[src/rtl/pe_array_engine.sv]
// Broadcast-weight PE array: each PE accumulates sum(data[lane] * weight) over a group of
// beats, then saturates the total into a held result with a valid/ready output handshake.
module pe_array_engine #(
  parameter int DATA_WIDTH   = 16,
  parameter int WEIGHT_WIDTH = 4,
  parameter int RESULT_WIDTH = 16,
  parameter int PE_NUM       = 4,
  parameter int LANES        = 4,
  parameter int ACC_LEN      = 4
) (
  input  logic                               clk,
  input  logic                               rst,
  input  logic                               in_valid,
  output logic                               in_ready,
  input  logic                               in_last,
  input  logic                               weight_signed,
  input  logic [WEIGHT_WIDTH-1:0]            common_weight_in,
  input  logic [PE_NUM*LANES*DATA_WIDTH-1:0] data_in,
  output logic                               out_valid,
  input  logic                               out_ready,
  output logic [PE_NUM*RESULT_WIDTH-1:0]     result_out
);

  localparam int ACC_MIN_W = DATA_WIDTH + WEIGHT_WIDTH + 1 + $clog2(LANES) + $clog2(ACC_LEN);
  localparam int ACC_W     = (ACC_MIN_W > RESULT_WIDTH) ? ACC_MIN_W : RESULT_WIDTH;
  localparam int CNT_W     = (ACC_LEN > 1) ? $clog2(ACC_LEN) : 1;

  localparam logic signed [ACC_W-1:0] RES_MAX =
    {{(ACC_W-RESULT_WIDTH+1){1'b0}}, {(RESULT_WIDTH-1){1'b1}}};
  localparam logic signed [ACC_W-1:0] RES_MIN =
    {{(ACC_W-RESULT_WIDTH+1){1'b1}}, {(RESULT_WIDTH-1){1'b0}}};

  typedef enum logic {ACCUM, HOLD} state_t;

  state_t                   state, state_next;
  logic [CNT_W-1:0]         beat_cnt;
  logic                     grp_signed_q;
  logic                     grp_signed;
  logic                     accept;
  logic                     close;
  logic signed [WEIGHT_WIDTH:0] w_ext;
  logic signed [ACC_W-1:0]  acc     [PE_NUM];
  logic signed [ACC_W-1:0]  acc_sum [PE_NUM];
  logic [PE_NUM*RESULT_WIDTH-1:0] sat_vec;

  // Output decode
  always_comb begin
    out_valid = (state == HOLD);
    in_ready  = !out_valid || out_ready;
  end

  assign accept = in_valid && in_ready;
  assign close  = accept && (in_last || (beat_cnt == CNT_W'(ACC_LEN - 1)));

  // The first beat of a group uses the live mode bit; later beats use the latched one.
  assign grp_signed = (beat_cnt == '0) ? weight_signed : grp_signed_q;
  assign w_ext      = {grp_signed & common_weight_in[WEIGHT_WIDTH-1], common_weight_in};

  always_comb begin
    logic signed [DATA_WIDTH-1:0] lane;
    lane    = '0;
    sat_vec = '0;
    for (int unsigned p = 0; p < PE_NUM; p++) begin
      acc_sum[p] = acc[p];
      for (int unsigned l = 0; l < LANES; l++) begin
        lane       = data_in[(p*LANES + l)*DATA_WIDTH +: DATA_WIDTH];
        acc_sum[p] = acc_sum[p] + ACC_W'(lane) * ACC_W'(w_ext);
      end
      if (acc_sum[p] > RES_MAX)
        sat_vec[p*RESULT_WIDTH +: RESULT_WIDTH] = RES_MAX[RESULT_WIDTH-1:0];
      else if (acc_sum[p] < RES_MIN)
        sat_vec[p*RESULT_WIDTH +: RESULT_WIDTH] = RES_MIN[RESULT_WIDTH-1:0];
      else
        sat_vec[p*RESULT_WIDTH +: RESULT_WIDTH] = acc_sum[p][RESULT_WIDTH-1:0];
    end
  end

  // A closing beat in HOLD with out_ready replaces the consumed result, so stay in HOLD.
  always_comb begin
    state_next = state;
    case (state)
      ACCUM: if (close) state_next = HOLD;
      HOLD:  if (out_ready) state_next = close ? HOLD : ACCUM;
      default: state_next = ACCUM;
    endcase
  end

  always_ff @(posedge clk) begin
    if (rst) begin
      state        <= ACCUM;
      beat_cnt     <= '0;
      grp_signed_q <= 1'b0;
      result_out   <= '0;
      for (int unsigned p = 0; p < PE_NUM; p++) acc[p] <= '0;
    end else begin
      state <= state_next;
      if (accept) begin
        if (beat_cnt == '0) grp_signed_q <= weight_signed;
        if (close) begin
          beat_cnt   <= '0;
          result_out <= sat_vec;
          for (int unsigned p = 0; p < PE_NUM; p++) acc[p] <= '0;
        end else begin
          beat_cnt <= beat_cnt + CNT_W'(1);
          for (int unsigned p = 0; p < PE_NUM; p++) acc[p] <= acc_sum[p];
        end
      end
    end
  end

endmodule

[config.mk]
export PLATFORM = sky130hd
export DESIGN_NAME = pe_array_engine
export DESIGN_NICKNAME = d
export VERILOG_FILES = /design/src/rtl/pe_array_engine.sv
export SDC_FILE = /design/constraint.sdc
export NUM_CORES = 2
export LEC_CHECK = 0
export CAP_MARGIN = 20
export CELL_PAD_IN_SITES_DETAIL_PLACEMENT = 1
export CELL_PAD_IN_SITES_GLOBAL_PLACEMENT = 1
export CORE_ASPECT_RATIO = 0.7
export CORE_MARGIN = 2
export CORE_UTILIZATION = 30
export CTS_CLUSTER_DIAMETER = 80
export DETAILED_ROUTE_END_ITERATION = 8
export PLACE_DENSITY_LB_ADDON = 0.08
export SYNTH_ARGS = -nofsm -noshare
export SYNTH_HDL_FRONTEND = slang
export SYNTH_SLANG_ARGS = --single-unit
export TNS_END_PERCENT = 50
[constraint.sdc]
create_clock -name clk -period 9.35 [get_ports clk]
set_input_delay 1.4025 -clock clk [delete_from_list [all_inputs] [get_ports clk]]
set_output_delay 1.4025 -clock clk [all_outputs]
set_load 0.05 [all_outputs]
==> impl_metrics.json <==
{
  "drive_gt1_share_pct": 8.651,
  "status": "finished, final reports clean",
  "cp_top_family": "adder cells",
  "grt_pass1_wl_um": 293800,
  "busiest_layer": "met2",
  "root_buffer": "clkbuf_16",
  "use_met3_pct": 1.701,
  "min_path_type": "register to register",
  "worstSetupEndpointType": "register",
  "finalCritPeriodShare_pct": 97.12,
  "grt_max_degree": 81,
  "crit_slowest_cell": "fa_1",
  "clk_latency_ps": 550,
  "path_clk_slew_ps": 80,
  "finalHoldViolCount": 0,
  "io_pins": 332,
  "worst-path-buf-inv": 6,
  "drc": 0,
  "die_x_um": 519.1,
  "syn_inst": 6026,
  "cp-start-kind": "primary input",
  "routedWlPerCell_um": 20.64,
  "timing.rr.start": "beat_cnt[0]",
  "ys_async_sr_fraction_pct": 0,
  "fin_skew_ps": 43.71,
  "dieHeight_um": 364.6,
  "drv_cap": 0,
  "cts_tree": "yes",
  "finalNetCount": 8537,
  "die-area_mm2": 0.1893,
  "yosysUniqueCellTypes": 95,
  "min_period_ps": 9081,
  "cts.sinks": 168,
  "use_met2_pct": 32.41,
  "drtIter0Drc": 1380,
  "syn_avg_cell_area_um2": 9.248,
  "synth_fp_nets": 8022,
  "clockBufferDepth": 2,
  "synthFlopType": "dfxtp_1",
  "grt_pass1_vias": 46480,
  "crit_start": "weight_signed",
  "gp_congestion": 0.8276,
  "first_pass_iters": 5,
  "fin_worst_hold_slack_ps": 457.2,
  "htreeDepth": 4,
  "cts_made_buffers": 17,
  "r2r_cells": 26,
  "gr-usage-met1_pct": 31.50,
  "critical_path_arrival_ps": 9480,
  "start_util_pct": 30.15,
  "io_buffers": 331,
  "grt-ovfl-total": 0,
  "via_count": 39990,
  "vias_per_cell": 4.425,
  "path_class": "primary input to register",
  "worst_path_largest_cell_delay_ps": 550,
  "slew_violations": 0,
  "ys_seq_elements": 168,
  "ys_warn_count": 0,
  "grt_usage_pct": 20.53,
  "r2r-end": "result_out[48]",
  "relSlewSlack_pct": 29.99,
  "worstPathMaxFanout": 21,
  "ys_seq_area_share_pct": 7.382,
  "drt.antenna.violating_nets": 0,
  "finalSetupViolCount": 0,
  "core_mm2": 0.1848,
  "rsz0062_at_grt": "false",
  "cpMostUsedCell": "fa_1",
  "clock.fmax_ghz": 0.1101,
  "tns_ps": 0,
  "crit_path_end": "result_out[48]",
  "syn_area_mm2": 0.05573,
  "tightest_slew_ps": 1050,
  "path_depth": 25,
  "dp_hpwl_um": 163000,
  "critPathRequiredTime_ps": 9750,
  "r2r_slack_ps": 680,
  "area_growth_pct": 16.94,
  "rows": 132,
  "drt_wl_total_um": 186600,
  "synth_edf_count": 75,
  "antenna_found_initial": 31
}
## worst min-delay path by stage
stage / cells past startpoint / endpoint / slack (ps) / startpoint
detailed placement: 2 / acc[2][3] / 450 / acc[2][3]
finish: 2 / acc[2][3] / 460 / acc[2][3]
global route: 2 / acc[2][3] / 480 / acc[2][3]
CTS: 2 / acc[2][3] / 460 / acc[2][3]
global placement: 2 / acc[2][3] / 440 / acc[2][3]
floorplan: 2 / acc[2][1] / 430 / acc[2][1]
## metrics by stage
stage	area (um^2)	util (%)	instances	setup WS (ps)
after floorplan	55730	-	6026	654.7
after global placement	64510	34.91	8998	-352.0
after detailed placement	64510	34.91	8998	-383.9
after CTS	65090	35.22	9030	176.6
after global routing	65160	35.25	9034	0.8242
final	65170	35.26	9039	269.1
## kinds of logic after synthesis
group	Yosys count	synth area share (%)
xor+xnor	104	1.722
compound gates	366	5.112
simple gates	1742	14.75
fa+ha+maj	1730	57.97
flops	168	7.382
buf+inv	1909	12.93
mux	7	0.1280
## worst min-delay path, stage by stage (launching register included)
cell,delay [ps]
dfxtp_1,320
nand2_1,50
a21oi_1,50
## final cells by class
class | instances | area [um^2]
clock buffers | 17 | 425.4
clock inverters | 15 | 150.1
fillers | 21280 | 119600
repair buffers | 690 | 6455
multi-input cells | 3949 | 44470
well taps | 2479 | 3102
inverters | 1715 | 6440
flip-flops and latches | 168 | 4114
diodes | 6 | 15.01
## flip-flops by register name (all words and copies together), names as in the netlist
name          flops
out_valid         1
result_out       64
grp_signed_q      1
acc             100
beat_cnt          2
## timing repair
| action | CTS | global route |
|---|---|---|
| buffers inserted | 0 | 3 |
| endpoints found under the setup margin | 0 | 40 |
| hold buffers | 0 | 0 |
| gates resized for setup | 0 | 6 |
| endpoints found under the hold margin | 0 | 0 |
## layer usage
layer | wire [um] | up-vias
met2 | 83570 | 357
met5 | 11 | -
li1 | - | 18450
met4 | 1475 | 2
met1 | 97700 | 21100
met3 | 3795 | 80
## synth_stat cells (14+ instances only)
library cell,instances,area [um^2]
inv_1,1715,6437
xnor2_1,73,639.4
fa_1,1420,28430
nand2b_1,20,125.1
o21ai_0,40,200.2
nand2_1,714,2680
and2_1,425,2659
xor2_1,27,236.5
nand3_1,28,140.1
a211oi_1,25,187.7
o21ai_1,14,70.07
clkbuf_1,173,649.4
edfxtp_1,75,2252
o21bai_1,18,135.1
a211oi_2,19,237.7
nor3_1,38,190.2
a21o_1,25,187.7
dfxtp_1,93,1862
or2_2,100,625.6
nor2_1,345,1295
o21a_1,15,112.6
a21oi_1,73,365.4
ha_1,310,3879
## cell usage in the layout, fill, tap and decap left out, types with 13 or more instances in the layout
master and instances:
nor3_1 37, edfxtp_1 75, o21bai_1 18, a211oi_1 25, o21ai_0 40, nand3_1 28
dfxtp_1 93, a21oi_1 72, and2_1 425, nor2_1 344, ha_1 310, o21a_1 15
a21o_1 25, xor2_1 27, xnor2_1 73, buf_12 34, or2_2 100, fa_1 1420
clkdlybuf4s50_1 326, nand2_1 712, o211ai_1 13, nand2b_1 20, o21ai_1 14, clkbuf_16 17
a211oi_2 19, buf_4 325, inv_1 1714
Power is left out: the tool's default activity adds up to more than one toggle a clock period on the data nets, which glitch-free logic cannot reach.
